## src/rtl/stq_drain_l.sv

```systemverilog
// stq_drain_l: in-order drain of retired store-queue entries into the L1D.
// Ports: clk/rst, stallA, passe/free flags, wr_* write handshake, free_en, head, drain_empty.
module stq_drain_l #(
  parameter int BUF_COUNT = 32,
  parameter int PTR_W     = 5,
  parameter int MAX_OUT   = 2,
  parameter int RETRY_GAP = 3
) (
  input  logic                 clk,
  input  logic                 rst,
  input  logic                 stallA,
  input  logic [BUF_COUNT-1:0] passe,
  input  logic [BUF_COUNT-1:0] free,
  output logic                 wr_req,
  output logic [PTR_W-1:0]     wr_idx,
  input  logic                 wr_rdy,
  input  logic                 wr_ack,
  input  logic                 wr_nack,
  output logic [BUF_COUNT-1:0] free_en,
  output logic [PTR_W-1:0]     head,
  output logic                 drain_empty
);
  localparam int OW = $clog2(MAX_OUT + 1);
  localparam int GW = (RETRY_GAP > 0) ? $clog2(RETRY_GAP + 1) : 1;
  localparam logic [BUF_COUNT-1:0] ONE = BUF_COUNT'(1);

  typedef enum logic {RUN, GAP} state_t;

  state_t           state;
  logic [GW-1:0]    gap_cnt;
  logic [PTR_W-1:0] iss;
  logic [OW-1:0]    outst;

  logic [PTR_W-1:0] hq;
  logic [PTR_W-1:0] iss_a;
  logic [PTR_W-1:0] iss_n;
  logic [OW:0]      outst_a;
  logic [OW-1:0]    outst_n;
  logic             run;
  logic             acc;
  logic             nk;
  logic             ak;
  logic             held;
  logic             can;
  logic             req_n;

  always_comb begin
    // head output lags the ack by a cycle; a pending
    // free_en pulse means the true oldest entry is head+1
    hq      = head + PTR_W'(|free_en);
    run     = (state == RUN);
    acc     = wr_req & wr_rdy;
    held    = wr_req & ~wr_rdy;
    nk      = run & wr_nack & (outst != '0);
    ak      = run & wr_ack & ~wr_nack & (outst != '0);
    iss_a   = iss + PTR_W'(acc);
    outst_a = {1'b0, outst} + (OW+1)'(acc) - (OW+1)'(ak);
    // a same-cycle ack frees a slot for back-to-back issue
    can     = run & ~nk & ~held & ~stallA
            & passe[iss_a] & ~free[iss_a]
            & (outst_a < (OW+1)'(MAX_OUT));
    iss_n   = nk ? hq : iss_a;
    outst_n = nk ? '0 : outst_a[OW-1:0];
    req_n   = wr_req;
    if (nk)
      req_n = 1'b0;
    else if (can)
      req_n = 1'b1;
    else if (acc)
      req_n = 1'b0;
  end

  always_ff @(posedge clk or negedge rst) begin
    if (!rst) begin
      state       <= RUN;
      gap_cnt     <= '0;
      iss         <= '0;
      outst       <= '0;
      wr_req      <= 1'b0;
      wr_idx      <= '0;
      free_en     <= '0;
      head        <= '0;
      drain_empty <= 1'b1;
    end else begin
      iss     <= iss_n;
      outst   <= outst_n;
      wr_req  <= req_n;
      head    <= hq;
      free_en <= ak ? (ONE << hq) : '0;
      if (can)
        wr_idx <= iss_a;
      drain_empty <= (outst_n == '0) & ~req_n
                   & ~passe[iss_n];
      case (state)
        RUN: begin
          if (nk) begin
            if (RETRY_GAP > 0)
              state <= GAP;
            gap_cnt <= GW'(RETRY_GAP);
          end
        end
        GAP: begin
          if (gap_cnt <= GW'(1)) begin
            state   <= RUN;
            gap_cnt <= '0;
          end else begin
            gap_cnt <= gap_cnt - GW'(1);
          end
        end
        default: state <= RUN;
      endcase
    end
  end
endmodule

```

## config.mk

```make
export PLATFORM = sky130hd
export DESIGN_NAME = stq_drain_l
export DESIGN_NICKNAME = d
export VERILOG_FILES = /design/src/rtl/stq_drain_l.sv
export SDC_FILE = /design/constraint.sdc
export NUM_CORES = 1
export LEC_CHECK = 0
export BUFFER_PORTS_ARGS = -buffer_cell sky130_fd_sc_hd__buf_2
export CAP_MARGIN = 15
export CORE_MARGIN = 3
export CORE_UTILIZATION = 45
export CTS_BUF_LIST = sky130_fd_sc_hd__clkbuf_4
export CTS_CLUSTER_SIZE = 12
export DETAILED_ROUTE_END_ITERATION = 8
export MAX_ROUTING_LAYER = met4
export PLACE_DENSITY_LB_ADDON = 0.25
export SLEW_MARGIN = 20
export SYNTH_ARGS = -nofsm -noshare
export SYNTH_HDL_FRONTEND = slang
export SYNTH_SLANG_ARGS = --single-unit
export TNS_END_PERCENT = 5
```

## constraint.sdc

```tcl
create_clock -name clk -period 3.8 [get_ports clk]
set_input_delay 0.76 -clock clk [delete_from_list [all_inputs] [get_ports clk]]
set_output_delay 0.76 -clock clk [all_outputs]
set_load 0.01 [all_outputs]
```

==> reports/results.env, run 1 <==
OUTCOME='finished clean'
WORST-R2R-CELL-COUNT=13
CLOCK_SKEW_NS=0.01496
SYNTH_COMMON_CELLS='dfrtp_1, nor2_1, nand2_1'
IRDROPWORSTVDD_mV=0.2964
AVGROUTEDWIREPERCELL_UM=14.96
DRT_FIRST_ITER_VIOLATIONS=54
YOSYSTOPAREACELLSHARE=0.4473
CLOCKROOTBUFFER='clkbuf_4'
FINALCRITICALPERIOD_NS=3.540
WORST_PATH_MOST_REPEATED_CELL='ha_1'
WORST_HOLD_PATH_TYPE='primary input to asynchronous set/reset pin'
VIA_COUNT_OF_THE_FIRST_GLOBAL_ROUTING_PASS=2529
CP-START-KIND='flop'
WORSTSETUPPATHTYPE='flop to flop'
FINAL_CELL_AREA_SQ_UM=3700
CRIT_ARRIVAL_NS=3.83
SYN_AREA_SQ_UM=2965
DIE_W_UM=87.18
CORE_AREA_SQ_UM=6131
GRT_UTIL_ALL_LAYERS=0.2016
GLOBALPLACE.CONGESTION=0.8387
AVGVIACOUNTPERCELL=5.477
NUMBER_OF_INSTANCES_IN_THE_SYNTHESIZED_NETLIST=293
DETAIL_ROUTE.FIRST_PASS.ITERATIONS=4
ROUTE.FINAL.WIRE_LENGTH_UM=7343
R2R-START='free_en[13]'
GRT_OVERFLOW_TOTAL=0
SYNTHESIS.NETS=368
WORST_SETUP_PATH_ENDPOINT='drain_empty'
POWER.STATIC_LEAKAGE_nW=1.959
CRIT_PATH_TOP_DELAY_CELL='a2111oi_0'
CP-END-KIND='flop'
LARGEST_AREA_CONTRIBUTOR_IN_THE_NETLIST='dfrtp_1'
CRITPATHMAXSTAGEDELAY_NS=0.49
FINAL_MIN_PERIOD_OVER_CLOCK_PERIOD=0.9315
ROW_COUNT=28
SETUP_VIOL_COUNT_FINAL=0
DPL.HPWL_UM=5964
CTS_INSERTED_BUFFERS=5
CLOCK_INSERTION_DELAY_WORST_SKEW_NS=0.36
MAXCAPVIOLATIONS=0
CTS.CLK_SLEW.WORST_PATHS_NS=0.15
CLOCK_SINK_COUNT=54
FINAL_CORE_UTIL=0.6035
YS_SEQ_AREA_FRAC=0.4561
PLACEMENT.IO_BUFFERS=113
TIMING.FINAL.MAX_SLEW_VIOLATIONS=0
FINAL_LAYOUT_SIZE_SUFFIX_GT1_FRAC=0.3726
INITIAL_UTILIZATION=0.4837
WORSTPATHCELLLIST='nor4_1, nand4_1, or2_2, ha_1, ha_1, nand3_1, xnor2_1, mux2i_2, inv_1, a2111oi_0, a211o_1, o22ai_1, a221oi_2'
CRIT_START='free_en[13]'
AVGSYNTHCELLAREA_SQ_UM=10.12
NUMBER_OF_NETS_IN_THE_FINAL_LAYOUT=491
GRT_SETUP_UNREPAIRED='no'
SYNTH-MAIN-FF-CELL='dfrtp_1'
LARGEST_CELLS_BY_AREA_AFTER_SYNTHESIS='dfrtp_1, nor2_1, mux4_2, nand2_1, inv_1'
SYNTH.YOSYS.WARNINGS=0
ACHIEVABLE_CLOCK_FREQUENCY_GHz=0.2825
LAYOUT-AREA-OVERHEAD-VS-SYNTH_PCT=24.77
YOSYS_REGISTER_BITS=54
SYNTH.MOST_COMMON_CELL='dfrtp_1'
R2R_END='drain_empty'
ANT_NETS=0
FINAL_HOLD_VIOL_COUNT=0
DIE_AREA_SQ_UM=7599
CRIT_PATH_MAX_FANOUT=7
SYNTH_EDF_COUNT=0
GRT_FIRST_PASS_WIRELENGTH_UM=11680
MAX-CLOCK-PATH-BUFFERS=2
YOSYS.CELL_TYPES.COUNT=54
GRT_START_MAX_NET_PINS=34
CTS_H_TREE_LVLS=2
ROUTE.DETAILED.DRC=0
POWER_PER_CELL_AREA_nW_PER_UM2=685.0
ASYNC_FLOP_SHARE=1.000
CP.REQUIRED_NS=4.09
R2R_SETUP_SLACK_NS=0.26
INSERTEDDIODECOUNT=0
TRITONCTS_CLOCK_TREE='done'
GRT_ANTENNA_BEFORE_REPAIR=0
WORST_SLEW_MARGIN_REL=0.6089
FIN_TNS_SETUP_NS=0
NUM_IO_PINS=114
PLACE_AREA_SQ_UM=3625
VIAS=2689
TIGHTESTPINTRANSITION_NS=0.5825
DIE_HEIGHT_UM=87.18
==> metal layers <==
layer  vias up  track usage  share of wire
met4         0      0.06137          0.011
met2       109       0.3458           0.51
met1      1276       0.2489           0.42
li1       1297            -              -
met3         7      0.02554          0.062
met5         -            -              0
==> how the worst min path moves through the flow <==
| stage | from | endpoint | cells past startpoint |
|---|---|---|---|
| after floorplan | rst | free_en[0] | 0 |
| after global placement | wr_idx[4] | wr_idx[4] | 1 |
| after detailed placement | gap_cnt[1] | state | 2 |
| after CTS | rst | head[0] | 1 |
| after global routing | rst | outst[1] | 1 |
| final | rst | iss[1] | 1 |
==> critical path: cells and delay by family, from the launching register on <==
| kind | cells | cell delay [ns] |
|---|---|---|
| buffers and inverters | 1 | 0.17 |
| XOR/XNOR | 1 | 0.16 |
| AND/OR/NAND/NOR | 4 | 0.97 |
| AO/OA/AOI/OAI | 4 | 1.03 |
| adder cells (fa/ha/maj) | 2 | 0.41 |
| multiplexers | 1 | 0.31 |
| flip-flops | 1 | 0.40 |
==> metrics by stage <==
stage	power, mW	hold WS, ns	std cells	setup WS [ns]
2_1_floorplan	1.896	0.4644	293	0.2621
3_3_place_gp	2.219	0.4760	484	0.1772
3_5_place_dp	2.247	0.4896	484	-0.01159
4_1_cts	2.548	0.3459	491	0.2539
5_1_grt	2.727	0.3455	491	0.05246
6_report	2.534	0.3333	491	0.2603
==> power by group <==
group	internal (mW)	total [mW]	switching (mW)
registers	0.688	0.780	0.0926
clock network	0.133	0.296	0.163
logic	0.652	1.46	0.806
==> flip-flops by register name (all words and copies together) (netlist names) <==
name	flops
outst	2
wr_req	1
free_en	32
iss	5
gap_cnt	2
wr_idx	5
state	1
drain_empty	1
head	5
==> layout by cell type, fill, tap and decap left out, drive strengths merged, types with 4 or more instances in the layout <==
cell / n
buf: 124
dfrtp: 53
nor2: 37
nand2: 32
inv: 29
nand3: 11
a21oi: 11
nor4: 9
o32ai: 9
o32a: 8
nor3: 8
mux4: 8
xnor2: 7
nand2b: 5
clkbuf: 5
mux2: 5
a2111oi: 4
ha: 4
o21ai: 4
==> cell families after synthesis <==
kind of cell	count (synthesis)	share of synthesized area
AO/OA/AOI/OAI	52	0.1418
XOR/XNOR	9	0.02658
adder cells (fa/ha/maj)	5	0.02363
buffers and inverters	37	0.06455
flip-flops	54	0.4561
multiplexers	16	0.09367
AND/OR/NAND/NOR	120	0.1937
==> layout make-up <==
class	count	area, sq um
tap	75	93.84
clock inverter	2	33.78
timing repair buffer	124	648.1
sequential	54	1353
multi-input combinational	202	1425
fill	518	2431
inverter	29	108.9
clock buffer	5	37.54
==> timing repair <==
action | in CTS | in global routing
endpoints found under the setup margin | 0 | 1
hold buffers | 0 | 0
gates resized for setup | 0 | 1
buffers inserted | 0 | 0
Note: power is estimated with default switching activity, not from simulation.
==> run 2, diff against run 1 <==
--- a/config.mk
+++ b/config.mk
@@ -7,8 +7,10 @@
 export LEC_CHECK = 0
 export BUFFER_PORTS_ARGS = -buffer_cell sky130_fd_sc_hd__buf_2
 export CAP_MARGIN = 15
+export CELL_PAD_IN_SITES_DETAIL_PLACEMENT = 2
+export CELL_PAD_IN_SITES_GLOBAL_PLACEMENT = 2
 export CORE_MARGIN = 3
-export CORE_UTILIZATION = 45
+export CORE_UTILIZATION = 30
 export CTS_BUF_LIST = sky130_fd_sc_hd__clkbuf_4
 export CTS_CLUSTER_SIZE = 12
 export DETAILED_ROUTE_END_ITERATION = 8
==> reports/results.env, run 2 (synthesized netlist as in run 1, its figures left out) <==
TRITONCTS_CLOCK_TREE='done'  # unchanged
FINAL_LAYOUT_SIZE_SUFFIX_GT1_FRAC=0.3923  # was 0.3726
R2R_END='wr_idx[2]'  # was drain_empty
FINAL.SETUP.WORST_SLACK_NS=0.2194  # was 0.2603 ns
DIE_HEIGHT_UM=105.4  # was 87.18 um
DRT_FIRST_ITER_VIOLATIONS=52  # was 54
ROUTE.DETAILED.DRC=0  # unchanged
CTS_H_TREE_LVLS=2  # unchanged
ROW_COUNT=35  # was 28
ROUTE.FINAL.WIRE_LENGTH_UM=10390  # was 7343 um
DP_SLACK_NS=-0.1688  # was -0.01159 ns
CLOCK_SINK_COUNT=54  # unchanged
FINAL_HOLD_VIOL_COUNT=0  # unchanged
POWER_PER_CELL_AREA_nW_PER_UM2=691.5  # was 685.0 nW/um^2
NUMBER_OF_NETS_IN_THE_FINAL_LAYOUT=493  # was 491
TIMING.FINAL.MAX_SLEW_VIOLATIONS=0  # unchanged
FINALCRITICALPERIOD_NS=3.581  # was 3.540 ns
CLOCKROOTBUFFER='clkbuf_4'  # unchanged
DIE_W_UM=105.4  # was 87.18 um
GRT-BUSIEST-LAYER='met2'  # unchanged
CRIT_PATH_MAX_FANOUT=7  # unchanged
DPL.HPWL_UM=8606  # was 5964 um
WORSTSETUPPATHTYPE='flop to flop'  # unchanged
GRT_ANTENNA_BEFORE_REPAIR=0  # unchanged
VIA_COUNT_OF_THE_FIRST_GLOBAL_ROUTING_PASS=3228  # was 2529
R2R_SETUP_SLACK_NS=0.22  # was 0.26 ns
GRT_UTIL_ALL_LAYERS=0.1972  # was 0.2016
TOTAL_POWER_mW=2.634  # was 2.534 mW
OUTCOME='finished clean'  # unchanged
GRTUSAGEMET2=0.3702  # was 0.3458
GRT_SETUP_UNREPAIRED='no'  # unchanged
CLOCK_SKEW_NS=0.01556  # was 0.01496 ns
VIAS=2752  # was 2689
GRT_USE_MET3=0.02511  # was 0.02554
CTS_INSERTED_BUFFERS=5  # unchanged
CTS.HOLD.BUFFERS_ADDED=0  # unchanged
POSTCTSSETUPBUFFERS=0  # unchanged
CP.REQUIRED_NS=4.07  # was 4.09 ns
CP-START-KIND='flop'  # unchanged
CTS.CLK_SLEW.WORST_PATHS_NS=0.16  # was 0.15 ns
DETAIL_ROUTE.FIRST_PASS.ITERATIONS=4  # unchanged
ANT_NETS=0  # unchanged
CRIT_ARRIVAL_NS=3.85  # was 3.83 ns
INITIAL_UTILIZATION=0.3150  # was 0.4837
MAX-CLOCK-PATH-BUFFERS=2  # unchanged
MAX_FLOP_REGISTER='free_en'  # unchanged
GRT_FIRST_PASS_WIRELENGTH_UM=16940  # was 11680 um
LAYOUT_COMMONEST_CELL='buf_2'  # unchanged
GRT_START_MAX_NET_PINS=36  # was 34
AVGVIACOUNTPERCELL=5.031  # was 5.477
GLOBALPLACE.CONGESTION=0.8233  # was 0.8387
WORST_SLEW_MARGIN_REL=0.4759  # was 0.6089
ACHIEVABLE_CLOCK_FREQUENCY_GHz=0.2793  # was 0.2825 GHz
FILL_CELLS=1053  # was 518
IRDROPWORSTVDD_mV=0.2482  # was 0.2964 mV
PLACEMENT.IO_BUFFERS=113  # unchanged
DIE_AREA_SQ_UM=11110  # was 7599 sq um
NUM_IO_PINS=114  # unchanged
LAYOUT-AREA-OVERHEAD-VS-SYNTH_PCT=28.44  # was 24.77%
CP-END-KIND='flop'  # unchanged
FINAL_CORE_UTIL=0.4045  # was 0.6035
MOSTFREQUENTLAYOUTCELLS='buf_2, dfrtp_1, nor2_1'  # unchanged
POWER.STATIC_LEAKAGE_nW=1.971  # was 1.959 nW
USE_MET1=0.2240  # was 0.2489
CLOCK_INSERTION_DELAY_WORST_SKEW_NS=0.37  # was 0.36 ns
R2R-START='state'  # was free_en[13]
MAXCAPVIOLATIONS=0  # unchanged
TIGHTESTPINTRANSITION_NS=0.7862  # was 0.5825 ns
LARGEST_REG_FLOPS=32  # unchanged
GRT_OVERFLOW_TOTAL=0  # unchanged
SETUP_VIOL_COUNT_FINAL=0  # unchanged
INSERTEDDIODECOUNT=0  # unchanged
CORE_AREA_SQ_UM=9415  # was 6131 sq um
WORST_HOLD_PATH_TYPE='primary input to asynchronous set/reset pin'  # unchanged
WORST-R2R-CELL-COUNT=14  # was 13
FINAL_MIN_PERIOD_OVER_CLOCK_PERIOD=0.9423  # was 0.9315
AVGROUTEDWIREPERCELL_UM=18.99  # was 14.96 um
-- run 2: changes by cell type in the layout (fill, tap and decap cells not counted), sizes merged --
| cell | delta |
|---|---|
| bufinv | -1 |
| buf | +2 |
| inv | +1 |
-- run 2: worst max path at each step --
stage,start,to
floorplan,wr_nack,wr_idx[1]
global placement,wr_nack,wr_idx[1]
detailed placement,wr_nack,wr_idx[1]
CTS,free_en[29],drain_empty
global route,state,wr_idx[2]
finish,state,wr_idx[2]
-- run 2: what timing repair did --
| action | in CTS | in global routing |
|---|---|---|
| pin swaps | 0 | 1 |
| endpoints found under the setup margin | 3 | 4 |
| gates resized for setup | 1 | 8 |
-- run 2: worst max-delay path, cell delays in order (launching register included) --
cell      delay, ns
dfrtp_1        0.50
o21ba_2        0.30
nand3_1        0.10
a21oi_1        0.23
nand2b_1       0.15
ha_1           0.14
inv_1          0.05
fa_1           0.41
xnor2_1        0.16
a21oi_1        0.26
nor4_4         0.10
nand4_1        0.10
o21ai_1        0.12
nor3_2         0.48
mux2_2         0.39
-- run 2: layer usage --
| layer | vias up | part of all wire | routed length (um) |
|---|---|---|---|
| met5 | - | 0 | 0 |
| met4 | 0 | 0.011 | 117 |
| met3 | 6 | 0.044 | 458 |
| met2 | 90 | 0.53 | 5512 |
| met1 | 1358 | 0.41 | 4296 |
| li1 | 1298 | - | - |
-- run 2: area by class of cell --
type,count,area (sq um),share of cell area
multi-input combinational,202,1471,0.3863
sequential,54,1353,0.3551
timing repair buffer,126,663.1,0.1741
tap,129,161.4,0.04238
inverter,29,108.9,0.02858
clock buffer,5,37.54,0.009855
clock inverter,2,13.76,0.003614
-- run 2: through the flow --
step	std cells	cell area [sq um]	hold slack (ns)	setup TNS (ns)
finish	547	3809	0.4500	0
global route	547	3809	0.4912	0
CTS	547	3765	0.4634	0
detailed placement	540	3707	0.4834	-0.4591
global placement	540	3707	0.4736	0
floorplan	293	2965	0.4644	0
-- run 2: power by group --
group          total (mW)  switching, mW  internal [mW]
Sequential          0.800          0.112          0.688
Combinational        1.58          0.907          0.672
Clock               0.255          0.184         0.0707
Total                2.63           1.20           1.43
==> run 3, diff against run 2 <==
--- a/config.mk
+++ b/config.mk
@@ -10,8 +10,8 @@
 export CELL_PAD_IN_SITES_DETAIL_PLACEMENT = 2
 export CELL_PAD_IN_SITES_GLOBAL_PLACEMENT = 2
 export CORE_MARGIN = 3
-export CORE_UTILIZATION = 30
-export CTS_BUF_LIST = sky130_fd_sc_hd__clkbuf_4
+export CORE_UTILIZATION = 29
+export CTS_BUF_LIST = sky130_fd_sc_hd__clkbuf_16
 export CTS_CLUSTER_SIZE = 12
 export DETAILED_ROUTE_END_ITERATION = 8
 export MAX_ROUTING_LAYER = met4
==> reports/results.env, run 3 (synthesized netlist as in run 1, its figures left out) <==
ROW_COUNT=36  # was 35
CLOCK_INSERTION_DELAY_WORST_SKEW_NS=0.29  # was 0.37 ns
WORST_SLEW_MARGIN_REL=0.4997  # was 0.4759
OUTCOME='finished clean'  # unchanged
IRDROPWORSTVDD_mV=0.2073  # was 0.2482 mV
FILL_CELLS=1101  # was 1053
AMOUNT_OF_WIRE_ON_MET3_AFTER_DETAILED_ROUTING_UM=460  # was 458 um
FINAL_MIN_PERIOD_OVER_CLOCK_PERIOD=0.9396  # was 0.9423
DIE_W_UM=107.1  # was 105.4 um
AVGVIACOUNTPERCELL=4.976  # was 5.031
CLOCKROOTBUFFER='clkbuf_16'  # was clkbuf_4
VIA_COUNT_OF_THE_FIRST_GLOBAL_ROUTING_PASS=3163  # was 3228
AVGROUTEDWIREPERCELL_UM=18.65  # was 18.99 um
CP-END-KIND='flop'  # unchanged
GRT_FIRST_PASS_WIRELENGTH_UM=16440  # was 16940 um
WORST_PATH_MOST_REPEATED_CELL='nand3_1'  # was a21oi_1
NUMBER_OF_NETS_IN_THE_FINAL_LAYOUT=492  # was 493
CRITPATHMAXSTAGEDELAY_NS=0.50  # about the same
MAXUSEDROUTINGLAYER='met4'  # unchanged
CPLARGESTDELAYFAMILY='simple AND/OR/NAND/NOR gates'  # unchanged
WORSTPATHCELLLIST='o21ba_2, nand3_1, buf_4, nand3_1, nand2b_1, ha_1, inv_1, fa_1, xnor2_1, a21oi_1, nor4_4, nand4_1, o21ai_1, nor3_2, mux2_2'  # was o21ba_2, nand3_1, a21oi_1, nand2b_1, ha_1, inv_1, fa_1, xnor2_1, a21oi_1, nor4_4, nand4_1, o21ai_1, nor3_2, mux2_2
FINAL_CORE_UTIL=0.3981  # was 0.4045
CORE_AREA_SQ_UM=9864  # was 9415 sq um
FINALCRITICALPERIOD_NS=3.570  # was 3.581 ns
SETUP_VIOL_COUNT_FINAL=0  # unchanged
GRT_UTIL_ALL_LAYERS=0.1878  # was 0.1972
CLOCK_SINK_COUNT=54  # unchanged
CP-START-KIND='flop'  # unchanged
WORSTSETUPPATHTYPE='flop to flop'  # unchanged
CLOCK_SKEW_NS=0.005248  # was 0.01556 ns
MAXCAPVIOLATIONS=0  # unchanged
CP.REQUIRED_NS=3.98  # was 4.07 ns
INITIAL_UTILIZATION=0.3006  # was 0.3150
TIGHTESTPINTRANSITION_NS=0.7505  # was 0.7862 ns
MOSTFREQUENTLAYOUTCELLS='buf_2, dfrtp_1, nor2_1'  # unchanged
LARGEST_REG_FLOPS=32  # unchanged
DETAIL_ROUTE.FIRST_PASS.ITERATIONS=4  # unchanged
POWER_PER_CELL_AREA_nW_PER_UM2=736.7  # was 691.5 nW/um^2
GRT_SETUP_UNREPAIRED='yes'  # was no
HOLD_SLACK_NS=0.5222  # was 0.4500 ns
FINAL_HOLD_VIOL_COUNT=0  # unchanged
CTS.CLK_SLEW.WORST_PATHS_NS=0.07  # was 0.16 ns
CRIT_ARRIVAL_NS=3.75  # was 3.85 ns
DIE_HEIGHT_UM=107.1  # was 105.4 um
ANT_NETS=0  # unchanged
FINAL_LAYOUT_SIZE_SUFFIX_GT1_FRAC=0.3923  # unchanged
GRT_ANTENNA_BEFORE_REPAIR=0  # unchanged
MAX-CLOCK-PATH-BUFFERS=2  # unchanged
LAYOUT-AREA-OVERHEAD-VS-SYNTH_PCT=32.45  # was 28.44%
NUM_IO_PINS=114  # unchanged
CTS_INSERTED_BUFFERS=5  # unchanged
ROUTED-WL-MET2_UM=5301  # was 5512 um
LAYOUT_COMMONEST_CELL='buf_2'  # unchanged
CRIT_PATH_TOP_DELAY_CELL='dfrtp_1'  # unchanged
POWER.STATIC_LEAKAGE_nW=2.018  # was 1.971 nW
ROUTE.DETAILED.DRC=0  # unchanged
MAX_FLOP_REGISTER='free_en'  # unchanged
DRT_FIRST_ITER_VIOLATIONS=63  # was 52
ROUTE.FINAL.WIRE_LENGTH_UM=10280  # was 10390 um
CRIT_PATH_MAX_FANOUT=6  # was 7
M1WIRELENGTH_UM=4440  # was 4296 um
DIE_AREA_SQ_UM=11470  # was 11110 sq um
GRT_OVERFLOW_TOTAL=0  # unchanged
INSERTEDDIODECOUNT=0  # unchanged
TIMING.FINAL.MAX_SLEW_VIOLATIONS=0  # unchanged
PLACEMENT.IO_BUFFERS=113  # unchanged
GRT_START_MAX_NET_PINS=33  # was 36
CTS_H_TREE_LVLS=2  # unchanged
TRITONCTS_CLOCK_TREE='done'  # unchanged
GLOBALPLACE.CONGESTION=0.7986  # was 0.8233
CRITICAL_PATH_BUF_INV_COUNT=2  # was 1
ACHIEVABLE_CLOCK_FREQUENCY_GHz=0.2801  # was 0.2793 GHz
VIAS=2742  # was 2752
DPL.HPWL_UM=8354  # was 8606 um
POSTCTSSETUPBUFFERS=0  # unchanged
WORST_HOLD_PATH_TYPE='flop to flop'  # was primary input to asynchronous set/reset pin
## run 3: repair_timing
| action | CTS | global route |
|---|---|---|
| endpoints found under the setup margin | 3 | 6 |
| resized for setup | 1 | 9 |
| hold buffers | 0 | 0 |
| endpoints found under the hold margin | 0 | 0 |
| pin swaps | 0 | 1 |
## run 3: layout make-up
| type | instances | area (sq um) | share of cell area |
|---|---|---|---|
| multi-input cells | 202 | 1476 | 0.3759 |
| flip-flops and latches | 54 | 1353 | 0.3444 |
| repair buffers | 125 | 655.6 | 0.1669 |
| well taps | 133 | 166.4 | 0.04237 |
| clock buffers | 5 | 125.1 | 0.03186 |
| inverters | 29 | 108.9 | 0.02772 |
| clock inverters | 3 | 42.54 | 0.01083 |
## run 3: where the power goes
part	switching, mW	internal (mW)	total, mW
Combinational	0.909	0.668	1.58
Clock	0.209	0.311	0.520
Sequential	0.109	0.689	0.797
## run 3: final timing paths
| path | startpoint | end | slack [ns] | cells after the start |
|---|---|---|---|---|
| max in group asynchronous | rst | free_en[21] | 2.47 | 2 |
| max | outst[1] | wr_idx[2] | 0.23 | 15 |
| min in group asynchronous | rst | gap_cnt[0] | 0.53 | 1 |
| min | wr_idx[1] | wr_idx[1] | 0.52 | 1 |
| min reg2reg | wr_idx[1] | wr_idx[1] | 0.52 | 1 |
| max reg2reg | outst[1] | wr_idx[2] | 0.23 | 15 |
## run 3: metrics by stage
| stage | std cells | setup slack [ns] | power, mW | cell area, sq um | setup TNS (ns) |
|---|---|---|---|---|---|
| final | 551 | 0.2296 | 2.893 | 3928 | 0 |
| after global routing | 551 | -0.03482 | 3.121 | 3928 | -0.04886 |
| after CTS | 551 | 0.03242 | 2.894 | 3879 | 0 |
| after detailed placement | 543 | -0.2533 | 2.355 | 3705 | -0.9254 |
| after global placement | 543 | 0.06334 | 2.289 | 3705 | 0 |
| after floorplan | 293 | 0.2621 | 1.896 | 2965 | 0 |
## run 3: per-layer routing
layer | up-vias | global-route usage
met5 | - | -
met4 | 0 | 0.03562
met3 | 6 | 0.02830
met2 | 81 | 0.3311
met1 | 1364 | 0.2301
li1 | 1291 | -
